## config.mk

```make
export PLATFORM = sky130hd
export DESIGN_NAME = hazard_scoreboard
export DESIGN_NICKNAME = d
export VERILOG_FILES = /design/src/rtl/hazard_pkg.sv /design/src/rtl/md_busy_tracker.sv /design/src/rtl/hazard_scoreboard.sv
export SDC_FILE = /design/constraint.sdc
export NUM_CORES = 1
export LEC_CHECK = 0
export BUFFER_PORTS_ARGS = -buffer_cell sky130_fd_sc_hd__buf_2
export CORE_MARGIN = 2
export CORE_UTILIZATION = 35
export DETAILED_ROUTE_END_ITERATION = 12
export SLEW_MARGIN = 20
export SYNTH_ARGS = -nofsm -noshare
export SYNTH_HDL_FRONTEND = slang
export SYNTH_HIERARCHICAL = 1
export SYNTH_SLANG_ARGS = --single-unit
```

## constraint.sdc

```tcl
create_clock -name clk -period 2.1 [get_ports clk]
set_clock_uncertainty 0.05 [all_clocks]
set_input_delay 0.42 -clock clk [delete_from_list [all_inputs] [get_ports clk]]
set_output_delay 0.42 -clock clk [all_outputs]
set_load 0.005 [all_outputs]
```

## src/rtl/hazard_pkg.sv

```systemverilog
// Shared constants and FSM state encodings for the hazard scoreboard.
// Forward-select codes match the Execute operand mux encoding.
package hazard_pkg;

  localparam logic [1:0] FWD_RF = 2'b00;
  localparam logic [1:0] FWD_W  = 2'b01;
  localparam logic [1:0] FWD_M  = 2'b10;

  typedef enum logic {
    MEM_RUN  = 1'b0,
    MEM_WAIT = 1'b1
  } mem_state_t;

  typedef enum logic {
    MD_IDLE = 1'b0,
    MD_BUSY = 1'b1
  } md_state_t;

endpackage

```

## src/rtl/md_busy_tracker.sv

```systemverilog
// Tracks occupancy of the multi-cycle mult/div unit: busy for exactly MD_LAT
// cycles after an accepted issue, counting down even while the pipeline is frozen.
module md_busy_tracker #(
  parameter int MD_LAT   = 32,
  parameter int MD_CNT_W = 6
) (
  input  logic clk,
  input  logic reset,
  input  logic i_accept,
  output logic o_busy
);
  import hazard_pkg::*;

  md_state_t           r_state;
  md_state_t           w_stateNext;
  logic [MD_CNT_W-1:0] r_count;
  logic [MD_CNT_W-1:0] w_countNext;

  always_ff @(posedge clk or posedge reset) begin
    if (reset) begin
      r_state <= MD_IDLE;
      r_count <= '0;
    end else begin
      // A second issue while busy would corrupt HI/LO; decode stalls must prevent it.
      assert (!(i_accept && r_state == MD_BUSY));
      r_state <= w_stateNext;
      r_count <= w_countNext;
    end
  end

  always_comb begin
    w_stateNext = r_state;
    w_countNext = r_count;
    case (r_state)
      MD_IDLE: begin
        if (i_accept) begin
          w_stateNext = MD_BUSY;
          w_countNext = MD_CNT_W'(MD_LAT);
        end
      end
      MD_BUSY: begin
        w_countNext = r_count - MD_CNT_W'(1);
        if (r_count == MD_CNT_W'(1)) begin
          w_stateNext = MD_IDLE;
        end
      end
      default: begin
        w_stateNext = MD_IDLE;
        w_countNext = '0;
      end
    endcase
  end

  assign o_busy = (r_state == MD_BUSY);

endmodule

```

## src/rtl/hazard_scoreboard.sv

```systemverilog
// Hazard controller for the 5-stage MIPS pipeline: forwarding, load-use/branch/HI-LO
// stalls, variable-latency memory freeze, and a saturating stall-cycle counter.
module hazard_scoreboard #(
  parameter int REG_W    = 5,
  parameter int MD_LAT   = 32,
  parameter int MD_CNT_W = 6,
  parameter int CNT_W    = 16
) (
  input  logic             clk,
  input  logic             reset,
  input  logic [REG_W-1:0] RsD,
  input  logic [REG_W-1:0] RtD,
  input  logic             BranchD,
  input  logic             HiLoD,
  input  logic [REG_W-1:0] RsE,
  input  logic [REG_W-1:0] RtE,
  input  logic [REG_W-1:0] WriteRegE,
  input  logic             MemtoRegE,
  input  logic             RegWriteE,
  input  logic             MdStartE,
  input  logic [REG_W-1:0] WriteRegM,
  input  logic             MemtoRegM,
  input  logic             RegWriteM,
  input  logic             MemReqM,
  input  logic             MemReadyM,
  input  logic [REG_W-1:0] WriteRegW,
  input  logic             RegWriteW,
  output logic             StallF,
  output logic             StallD,
  output logic             StallE,
  output logic             StallM,
  output logic             FlushE,
  output logic             FlushW,
  output logic             ForwardAD,
  output logic             ForwardBD,
  output logic [1:0]       ForwardAE,
  output logic [1:0]       ForwardBE,
  output logic             MdBusy,
  output logic [CNT_W-1:0] StallCount
);
  import hazard_pkg::*;

  mem_state_t       r_memState;
  mem_state_t       w_memStateNext;
  logic [CNT_W-1:0] r_stallCount;
  logic w_memWait, w_lwStall, w_brStall, w_mdStall, w_hazard, w_mdAccept, w_mdBusy;
  logic w_wrENz, w_wrMNz, w_wrWNz;

  // Register 0 is hard-wired, so a zero destination never creates a dependency.
  assign w_wrENz = (WriteRegE != '0);
  assign w_wrMNz = (WriteRegM != '0);
  assign w_wrWNz = (WriteRegW != '0);

  assign w_memWait = MemReqM && !MemReadyM;
  assign w_lwStall = MemtoRegE && w_wrENz && (RsD == WriteRegE || RtD == WriteRegE);
  assign w_brStall = BranchD &&
                     ((RegWriteE && w_wrENz && (RsD == WriteRegE || RtD == WriteRegE)) ||
                      (MemtoRegM && w_wrMNz && (RsD == WriteRegM || RtD == WriteRegM)));
  assign w_mdStall = HiLoD && (w_mdBusy || MdStartE);
  assign w_hazard  = w_lwStall || w_brStall || w_mdStall;
  assign w_mdAccept = MdStartE && !StallE;

  md_busy_tracker #(
    .MD_LAT   (MD_LAT),
    .MD_CNT_W (MD_CNT_W)
  ) u_mdBusy (
    .clk      (clk),
    .reset    (reset),
    .i_accept (w_mdAccept),
    .o_busy   (w_mdBusy)
  );

  always_ff @(posedge clk or posedge reset) begin
    if (reset) begin
      r_memState   <= MEM_RUN;
      r_stallCount <= '0;
    end else begin
      r_memState <= w_memStateNext;
      if (StallD && r_stallCount != '1) begin
        r_stallCount <= r_stallCount + CNT_W'(1);
      end
    end
  end

  always_comb begin
    w_memStateNext = r_memState;
    case (r_memState)
      MEM_RUN:  if (w_memWait) w_memStateNext = MEM_WAIT;
      MEM_WAIT: if (MemReadyM) w_memStateNext = MEM_RUN;
      default:  w_memStateNext = MEM_RUN;
    endcase
  end

  // Outputs are held low during reset; a memory wait overrides every other stall.
  always_comb begin
    StallF    = 1'b0;
    StallD    = 1'b0;
    StallE    = 1'b0;
    StallM    = 1'b0;
    FlushE    = 1'b0;
    FlushW    = 1'b0;
    ForwardAD = 1'b0;
    ForwardBD = 1'b0;
    ForwardAE = FWD_RF;
    ForwardBE = FWD_RF;
    if (!reset) begin
      ForwardAD = RegWriteM && w_wrMNz && (RsD == WriteRegM);
      ForwardBD = RegWriteM && w_wrMNz && (RtD == WriteRegM);
      if (RegWriteM && w_wrMNz && RsE == WriteRegM)      ForwardAE = FWD_M;
      else if (RegWriteW && w_wrWNz && RsE == WriteRegW) ForwardAE = FWD_W;
      if (RegWriteM && w_wrMNz && RtE == WriteRegM)      ForwardBE = FWD_M;
      else if (RegWriteW && w_wrWNz && RtE == WriteRegW) ForwardBE = FWD_W;
      if (w_memWait) begin
        StallF = 1'b1;
        StallD = 1'b1;
        StallE = 1'b1;
        StallM = 1'b1;
        FlushW = 1'b1;
      end else begin
        StallF = w_hazard;
        StallD = w_hazard;
        FlushE = w_hazard;
      end
    end
  end

  assign MdBusy     = w_mdBusy;
  assign StallCount = r_stallCount;

endmodule

```

==> run metrics, run 1 <==
setup violators final=4; post-DR wirelength/cell=13.09 microns; Initial Util=0.3638; most frequent cells in the layout=buf_2 (68), buf_4 (39), xor2_1 (38); Core Region=5107 sq um; worst-path maximum fanout=2; vias in the first global route=1775; Relative slew margins=0.7073; Slew Viols, Final=0; CTS buffer count=3; Max Clk Rate=463.7 MHz; Clk pin slew, worst setup/hold paths=0.08 ns; final hold viol count=0; Post-Place Worst Slack=-0.2587 ns; Die H=76.86 microns; detailed-route via count=1853; die area=5907 sq um; Max Cap Viol=0; fin nets=361; number of synthesized flops with an enable pin=0; DRT Wirelength=4.973 mm; drt drc=0; required time of the critical path=1.63 ns; global-route wire length before repair=8.045 mm; PD cells=680.7 nW/um^2; worst hold slack=0.09171 ns; Synth Instances=204; sequential area share after synthesis=0.3098; Yosys cell types=47; Reg2Reg Launch Point=StallCount[1]; Die Wd=76.86 microns; Final WS setup=-0.05648 ns; CP endpoint kind=output port; ys async rst share=1.000; gr ovfl total=0; row count=26; Starting DRT DRC Count=72; # diodes=0; layout filler cell count=469; IO buf count=75; CTS tree=done; IO Count=76; Final GP Congestion=0.8016; DRT Pass-1 Iters=4; via-per-instance ratio=4.876; max incr delay on CP=0.54 ns; Post-synth top flop=dfrtp_1; initial antenna violation count=0; fin crit share=1.027; Critical Setup Path Class=input port to output port; area share of the largest cell type after synthesis=0.3098; Syn Std Cell Area=1858 sq um; cell seen most often among critical-path stages=buf_6; CTS root buffer=clkbuf_8; number of H-tree levels=1; GR Util All Layers=0.1651; top cells by area, synth=dfrtp_1 (31%), xor2_1 (18%), xnor2_1 (7.5%); hpwl dp=3.861 mm; worst vdd ir=264.2 uV; commonest non-fill, non-tap cell in the layout=buf_2; RSZ-0062 raised after global routing=yes; status=finished with violations; layout cell share with drive strength beyond 1=0.5194; Hold Crit Class=input port to async pin; Clock Tree Buf Depth=2; Leakage Power=1.313 nW; min Tclk post-route=2.156 ns; Clock Sinks=23; Final ANT Viol Nets=0; Worst-Skew Late Latency=0.27 ns; largest area contributor in the netlist=dfrtp_1; Syn-to-layout area delta=51.72%; worst slew pin tran=0.4335 ns; largest net degree at the start of global routing=20; failing checks=negative setup slack; crit start category=input port; syn avg cell area=9.108 sq um; flop2flop setup slack=0.08 ns; WP data arrival=1.69 ns; Worst Setup SP=WriteRegE[1]; YS warnings=6; Synth Register Bits=23; CP cell instances=buf_6 > or4_4 > o21ai_4 > nor2_2 > o311a_4 > buf_6; CP max-delay cell=or4_4; Mapped Nets=254
## Yosys cell counts (2+ instances only)
cell      instances
xor2_1           38
dfrtp_1          23
nor2_1           18
xnor2_1          16
nor3_1           11
nand3_1          10
nor4_1            9
inv_1             7
nand2_1           7
buf_4             4
clkbuf_1          4
o21ai_0           4
a21oi_1           3
buf_6             3
ha_1              3
nand2b_1          3
nand4_1           3
nor4b_1           3
buf_2             2
nand4b_1          2
nor2b_1           2
nor3_2            2
o21ai_1           2
or4_1             2
## through the flow
step	total power (W)	utilization	std cells	instance area (sq um)	setup TNS [ns]
final	0.001919	0.5519	380	2819	-0.1250
after global routing	0.002083	0.5519	380	2819	-0.5120
after CTS	0.001887	0.5113	375	2611	-0.3456
after detailed placement	0.001585	0.4946	370	2526	-3.406
after global placement	0.001557	0.4946	370	2526	-2.744
after floorplan	0.001217	-	204	1909	-0.1804
## kinds of logic (layout without fill, tap and decap cells)
| kind of cell | Yosys count | count (layout) | share of synthesized area |
|---|---|---|---|
| AND/OR/NAND/NOR | 83 | 83 | 0.2707 |
| XOR/XNOR | 54 | 54 | 0.2545 |
| flip-flops | 23 | 23 | 0.3098 |
| buffers and inverters | 20 | 126 | 0.06195 |
| AO/OA/AOI/OAI | 18 | 18 | 0.06331 |
| adder cells (fa/ha/maj) | 3 | 3 | 0.02020 |
| multiplexers | 3 | 3 | 0.01953 |
## report_power, final
group          switching, W  internal [W]
sequential         0.000131      0.000582
clock              0.000153      0.000133
combinational      0.000423      0.000496
total              0.000707       0.00121
## worst max-delay path: cells and delay by family
family / cells / cell delay, ns
AND/OR/NAND/NOR: 2 / 0.59
buffers and inverters: 2 / 0.21
AO/OA/AOI/OAI: 2 / 0.46
## sequential cells by signal, indices dropped and copies added (netlist names)
signal / count
StallCount: 16
u_mdBusy/r_count: 6
u_mdBusy/o_busy: 1
## final cells by class
class                   instances  area, sq um  area share
multi-input cells             161         1358      0.4816
repair buffers                115        723.2      0.2565
flip-flops and latches         23        578.1      0.2051
well taps                      70        87.58     0.03107
clock buffers                   3        41.29     0.01465
inverters                       7        26.28    0.009321
clock inverters                 1        5.005    0.001775
## path summary, 6_finish.rpt
check | end | depth (start not counted)
max in group asynchronous | StallCount[0] | 3
hold / removal | u_mdBusy/r_count[5] | 2
hold reg to reg | StallCount[6] | 1
setup reg to reg | StallCount[11] | 8
setup / recovery | FlushE | 6
min in group clk | StallCount[6] | 1
## routing by layer
layer	share of wire	GRT usage
met5	0	0
met2	0.50	0.2772
met3	0.059	0.02706
met4	0.015	0.06182
met1	0.42	0.2125
## repair_timing
action / 4_1_cts / 5_1_grt
gates resized for setup: 6 / 33
buffers inserted: 1 / 5
endpoints found under the setup margin: 4 / 19
hold buffers: 0 / 0
pin swaps: 10 / 18
Note: power is estimated with default switching activity, not from simulation.
==> run 2, diff against run 1 <==
- CELL_PAD_IN_SITES_DETAIL_PLACEMENT: not set -> 0
- CELL_PAD_IN_SITES_GLOBAL_PLACEMENT: not set -> 1
- CORE_UTILIZATION: 35 -> 32
- PLACE_DENSITY_LB_ADDON: not set -> 0.1
- SKIP_LAST_GASP: not set -> 1
==> run metrics, run 2 (synthesis results as in run 1) <==
drt drc=0 (unchanged); Clock Sinks=23 (unchanged); IO buf count=75 (unchanged); WP data arrival=1.77 ns (was 1.69 ns); most frequent cells in the layout=buf_2 (67), xor2_1 (36), buf_4 (36) (was buf_2 (68), buf_4 (39), xor2_1 (38)); vias in the first global route=1831 (was 1775); Core Region=5574 sq um (was 5107 sq um); commonest non-fill, non-tap cell in the layout=buf_2 (unchanged); largest net degree at the start of global routing=20 (unchanged); Final ANT Viol Nets=0 (unchanged); Worst-Skew Late Latency=0.26 ns (was 0.27 ns); worst reg2reg path depth=8 (unchanged); CTS root buffer=clkbuf_8 (unchanged); post-DR wirelength/cell=13.29 microns (was 13.09 microns); Psw=0.0007135 W (was 0.0007073 W); Starting DRT DRC Count=77 (was 72); multi-input combinational cell area=1420 sq um (was 1358 sq um); detailed-route via count=1807 (was 1853); number of H-tree levels=1 (unchanged); fin crit share=1.066 (was 1.027); utilization after layout=0.5291 (was 0.5519); layout filler cell count=557 (was 469); Switching Share=0.3695 (was 0.3686); min Tclk post-route=2.239 ns (was 2.156 ns); Critical Setup Path Class=input port to output port (unchanged); crit start category=input port (unchanged); Die Wd=80.20 microns (was 76.86 microns); CTS buffer count=3 (unchanged); DRT Wirelength=5.131 mm (was 4.973 mm); post-route setup TNS=-0.2507 ns (was -0.1250 ns); Leakage Power=1.373 nW (was 1.313 nW); DRT Pass-1 Iters=4 (unchanged); Worst Setup SP=WriteRegE[1] (unchanged); Max Clk Rate=446.6 MHz (was 463.7 MHz); failing checks=negative setup slack (unchanged); RSZ-0062 raised after global routing=yes (unchanged); Hold Crit Class=input port to async pin (unchanged); CTS tree=done (unchanged); Max Cap Viol=0 (unchanged); Final GP Congestion=0.7928 (was 0.8016); Reg2Reg Launch Point=StallCount[1] (unchanged); clock power share=0.143 (was 0.149); # diodes=0 (unchanged); max reg flops=16 (unchanged); Final WS setup=-0.1393 ns (was -0.05648 ns); hpwl dp=3.986 mm (was 3.861 mm); CP endpoint kind=output port (unchanged); initial antenna violation count=0 (unchanged); Clk pin slew, worst setup/hold paths=0.08 ns (about the same); PD cells=654.7 nW/um^2 (was 680.7 nW/um^2); die area=6432 sq um (was 5907 sq um); sequential share of power=0.371 (was 0.372); Clock Tree Buf Depth=2 (unchanged); fin nets=365 (was 361); status=finished with violations (unchanged); Die H=80.20 microns (was 76.86 microns); worst vdd ir=288.3 uV (was 264.2 uV); worst slew pin tran=0.4564 ns (was 0.4335 ns); Crit Reg-Reg Endpoint=StallCount[11] (unchanged); final hold viol count=0 (unchanged); flop2flop setup slack=0.10 ns (was 0.08 ns); combinational share of power=0.486 (was 0.479); row count=27 (was 26); Relative slew margins=0.6919 (was 0.7073); Sequential Area=578.1 sq um (unchanged); Syn-to-layout area delta=58.72% (was 51.72%); required time of the critical path=1.63 ns (about the same); Initial Util=0.3333 (was 0.3638); gr ovfl total=0 (unchanged); CP endpoint=FlushE (unchanged); worst-path maximum fanout=2 (unchanged); GR Util All Layers=0.1583 (was 0.1651); Slew Viols, Final=0 (unchanged); hold buffer count at cts=0 (unchanged); setup violators final=3 (was 4); P_int=0.001217 W (was 0.001212 W); layout cell share with drive strength beyond 1=0.5255 (was 0.5194); global-route wire length before repair=8.142 mm (was 8.045 mm); via-per-instance ratio=4.681 (was 4.876); IO Count=76 (unchanged)
## run 2: changes by cell type in the layout (fill, tap and decap cells not counted), sizes merged
cell / change
clkinv: -1
buf: +4
clkbuf: +1
## run 2: cell type report
type                    instances  share of cell area
repair buffers                119              0.2677
flip-flops and latches         23              0.1960
multi-input cells             161              0.4815
inverters                       7            0.008910
well taps                      72             0.03055
clock buffers                   4             0.01527
## run 2: power groups by stage
stage / clock network [W] / registers [W] / logic (W)
floorplan: 0 / 0.000748 / 0.000469
global placement: 0 / 0.000721 / 0.000848
detailed placement: 0 / 0.000724 / 0.000859
CTS: 0.000286 / 0.000715 / 0.000879
global route: 0.000308 / 0.000744 / 0.00104
finish: 0.000276 / 0.000716 / 0.000939
## run 2: worst max-delay path, stage by stage
cell and delay (ns):
buf_6 0.09, or4_4 0.54, o21ai_4 0.16, nor2_1 0.06, o311a_2 0.37, buf_2 0.13
## run 2: through the flow
stage / std cells / power [W] / worst slack [ns] / hold slack (ns) / instance area, sq um
2_1_floorplan: 204 / 0.001217 / -0.1122 / 0.1734 / 1909
3_3_place_gp: 374 / 0.001569 / -0.2150 / 0.4265 / 2544
3_5_place_dp: 374 / 0.001582 / -0.2423 / 0.4362 / 2544
4_1_cts: 380 / 0.001880 / -0.1417 / 0.2236 / 2659
5_1_grt: 386 / 0.002090 / -0.1819 / 0.2843 / 2949
6_report: 386 / 0.001931 / -0.1393 / 0.2594 / 2949
## run 2: per-layer routing
layer  up-vias  global-route usage  share of wire
met3         4             0.02360          0.050
met4         0             0.04576          0.010
met2        55              0.2692           0.50
met1       823              0.2072           0.44
met5         -                   0              0
li1        925                   -              -
## run 2: worst min-delay path by stage
stage	start	slack, ns	endpoint	depth (start not counted)
global placement	StallCount[10]	0.43	StallCount[10]	1
global route	reset	0.28	StallCount[4]	3
detailed placement	StallCount[10]	0.44	StallCount[10]	1
floorplan	reset	0.17	u_mdBusy/o_busy	1
CTS	reset	0.22	StallCount[12]	3
finish	reset	0.26	StallCount[12]	3
## run 2: what timing repair did
| item | CTS | global route |
|---|---|---|
| setup endpoints to repair | 6 | 24 |
| resized for setup | 13 | 44 |
| setup buffers | 2 | 6 |
| pin swaps | 11 | 21 |
==> run 3, diff against run 2 <==
- BUFFER_PORTS_ARGS: -buffer_cell sky130_fd_sc_hd__buf_2 -> -buffer_cell sky130_fd_sc_hd__clkbuf_2
==> run metrics, run 3 (synthesis results as in run 1) <==
layout cell share with drive strength beyond 1=0.5380 (was 0.5255); DRT Pass-1 Iters=4 (unchanged); row count=27 (unchanged); failing checks=negative setup slack (unchanged); status=finished with violations (unchanged); Core Region=5574 sq um (unchanged); initial antenna violation count=0 (unchanged); Initial Util=0.3333 (unchanged); Post-Place Worst Slack=-0.2293 ns (was -0.2423 ns); Die H=80.20 microns (unchanged); min Tclk post-route=2.244 ns (was 2.239 ns); fin crit share=1.068 (was 1.066); CTS root buffer=clkbuf_8 (unchanged); DRT Wirelength=5.098 mm (was 5.131 mm); CTS tree=done (unchanged); via-per-instance ratio=4.732 (was 4.681); CP endpoint kind=output port (unchanged); PD cells=663.0 nW/um^2 (was 654.7 nW/um^2); worst slew pin tran=0.3148 ns (was 0.4564 ns); Max Cap Viol=0 (unchanged); global-route wire length before repair=8.231 mm (was 8.142 mm); Starting DRT DRC Count=83 (was 77); Worst-Skew Late Latency=0.26 ns (about the same); crit start category=input port (unchanged); gr ovfl total=0 (unchanged); most frequent cells in the layout=clkbuf_2 (67), xor2_1 (37), buf_4 (37) (was buf_2 (67), xor2_1 (36), buf_4 (36)); worst-path maximum fanout=2 (unchanged); Leakage Power=1.366 nW (was 1.373 nW); Clock Sinks=23 (unchanged); Final WS setup=-0.1436 ns (was -0.1393 ns); Hold Crit Class=input port to async pin (unchanged); setup violators final=5 (was 3); Die Wd=80.20 microns (unchanged); post-DR wirelength/cell=13.14 microns (was 13.29 microns); Clock Tree Buf Depth=2 (unchanged); CP cell instances=buf_6 > or4_4 > o21ai_4 > nor2_1 > o311a_2 > clkbuf_2 (was buf_6 > or4_4 > o21ai_4 > nor2_1 > o311a_2 > buf_2); largest net degree at the start of global routing=20 (unchanged); commonest non-fill, non-tap cell in the layout=clkbuf_2 (was buf_2); final hold viol count=0 (unchanged); hpwl dp=4.073 mm (was 3.986 mm); Relative slew margins=0.7897 (was 0.6919); worst vdd ir=280.2 uV (was 288.3 uV); detailed-route via count=1836 (was 1807); # diodes=0 (unchanged); drt drc=0 (unchanged); IO buf count=75 (unchanged); Clk pin slew, worst setup/hold paths=0.08 ns (about the same); IO Count=76 (unchanged); Cell Area, Placed=2566 sq um (was 2544 sq um); Final ANT Viol Nets=0 (unchanged); Finished Cell Area=2960 sq um (was 2949 sq um); WP data arrival=1.77 ns (about the same); CTS buffer count=3 (unchanged); vias in the first global route=1867 (was 1831); CP max-delay cell=or4_4 (unchanged); fin nets=367 (was 365); die area=6432 sq um (unchanged); Critical Setup Path Class=input port to output port (unchanged); required time of the critical path=1.63 ns (about the same); hold buffer count at cts=0 (unchanged); Worst path top cell family by delay=simple AND/OR/NAND/NOR gates (unchanged); max incr delay on CP=0.54 ns (about the same); max reg flops=16 (unchanged); Max Clk Rate=445.7 MHz (was 446.6 MHz); Slew Viols, Final=0 (unchanged); crit path buf inv count=2 (unchanged); Final GP Congestion=0.7745 (was 0.7928); RSZ-0062 raised after global routing=yes (unchanged); Syn-to-layout area delta=59.33% (was 58.72%); GR Util All Layers=0.1590 (was 0.1583); number of H-tree levels=1 (unchanged)
run 3: cell types whose count changed in the layout (fill, tap and decap cells not counted), moves of 2 or more:
| cell | delta |
|---|---|
| buf_2 | -66 |
| buf_6 | -3 |
| buf_8 | +3 |
| clkbuf_2 | +67 |
| nor3_1 | -2 |
| nor4_2 | +4 |
| nor4_4 | -3 |
run 3: report_power, final:
part | switching, W | leakage [nW] | internal (W)
Combinational | 0.000451 | 1.06 | 0.000524
Sequential | 0.000126 | 0.281 | 0.000582
Clock | 0.000146 | 0.0255 | 0.000132
Total | 0.000724 | 1.37 | 0.00124
run 3: worst paths after layout:
path | start | endpoint | slack, ns | depth (start not counted)
worst max-delay path | WriteRegE[1] | FlushE | -0.14 | 6
max in group asynchronous | reset | u_mdBusy/r_count[4] | 1.49 | 3
worst min register to register | u_mdBusy/r_count[5] | u_mdBusy/r_count[5] | 0.43 | 1
worst min-delay path | reset | StallCount[4] | 0.18 | 3
min in group clk | u_mdBusy/r_count[5] | u_mdBusy/r_count[5] | 0.43 | 1
worst max register to register | StallCount[1] | StallCount[11] | 0.11 | 8
run 3: repair_timing:
action	in CTS	in global routing
pin swaps	7	26
setup endpoints to repair	7	23
endpoints found under the hold margin	0	0
buffers inserted	3	5
gates resized for setup	6	59
run 3: final cells by class:
class / instances / area [sq um]
clock buffer: 3 / 41.29
clock inverter: 1 / 5.005
fill: 529 / 2614
inverter: 7 / 26.28
multi-input combinational: 161 / 1406
sequential: 23 / 578.1
tap: 72 / 90.09
timing repair buffer: 121 / 813.3
run 3: tightest hold or removal path: cells and delay by family:
| kind | cells | cell delay (ns) |
|---|---|---|
| buf+inv | 3 | 0.45 |
run 3: per-stage QoR:
step | TNS, ns | cells | hold WS (ns) | util | total power (W)
floorplan | -0.1804 | 204 | 0.1734 | - | 0.001217
global placement | -3.040 | 377 | 0.4284 | 0.4604 | 0.001584
detailed placement | -3.197 | 377 | 0.4162 | 0.4604 | 0.001606
CTS | -1.571 | 384 | 0.1931 | 0.4781 | 0.001901
global route | -1.332 | 388 | 0.2158 | 0.5311 | 0.002120
finish | -0.3960 | 388 | 0.1802 | 0.5311 | 0.001963
run 3: metal layers:
layer  part of all wire  track usage
met5                  0            0
met4             0.0078      0.04576
met3              0.050      0.02472
met2               0.49       0.2708
met1               0.45       0.2069
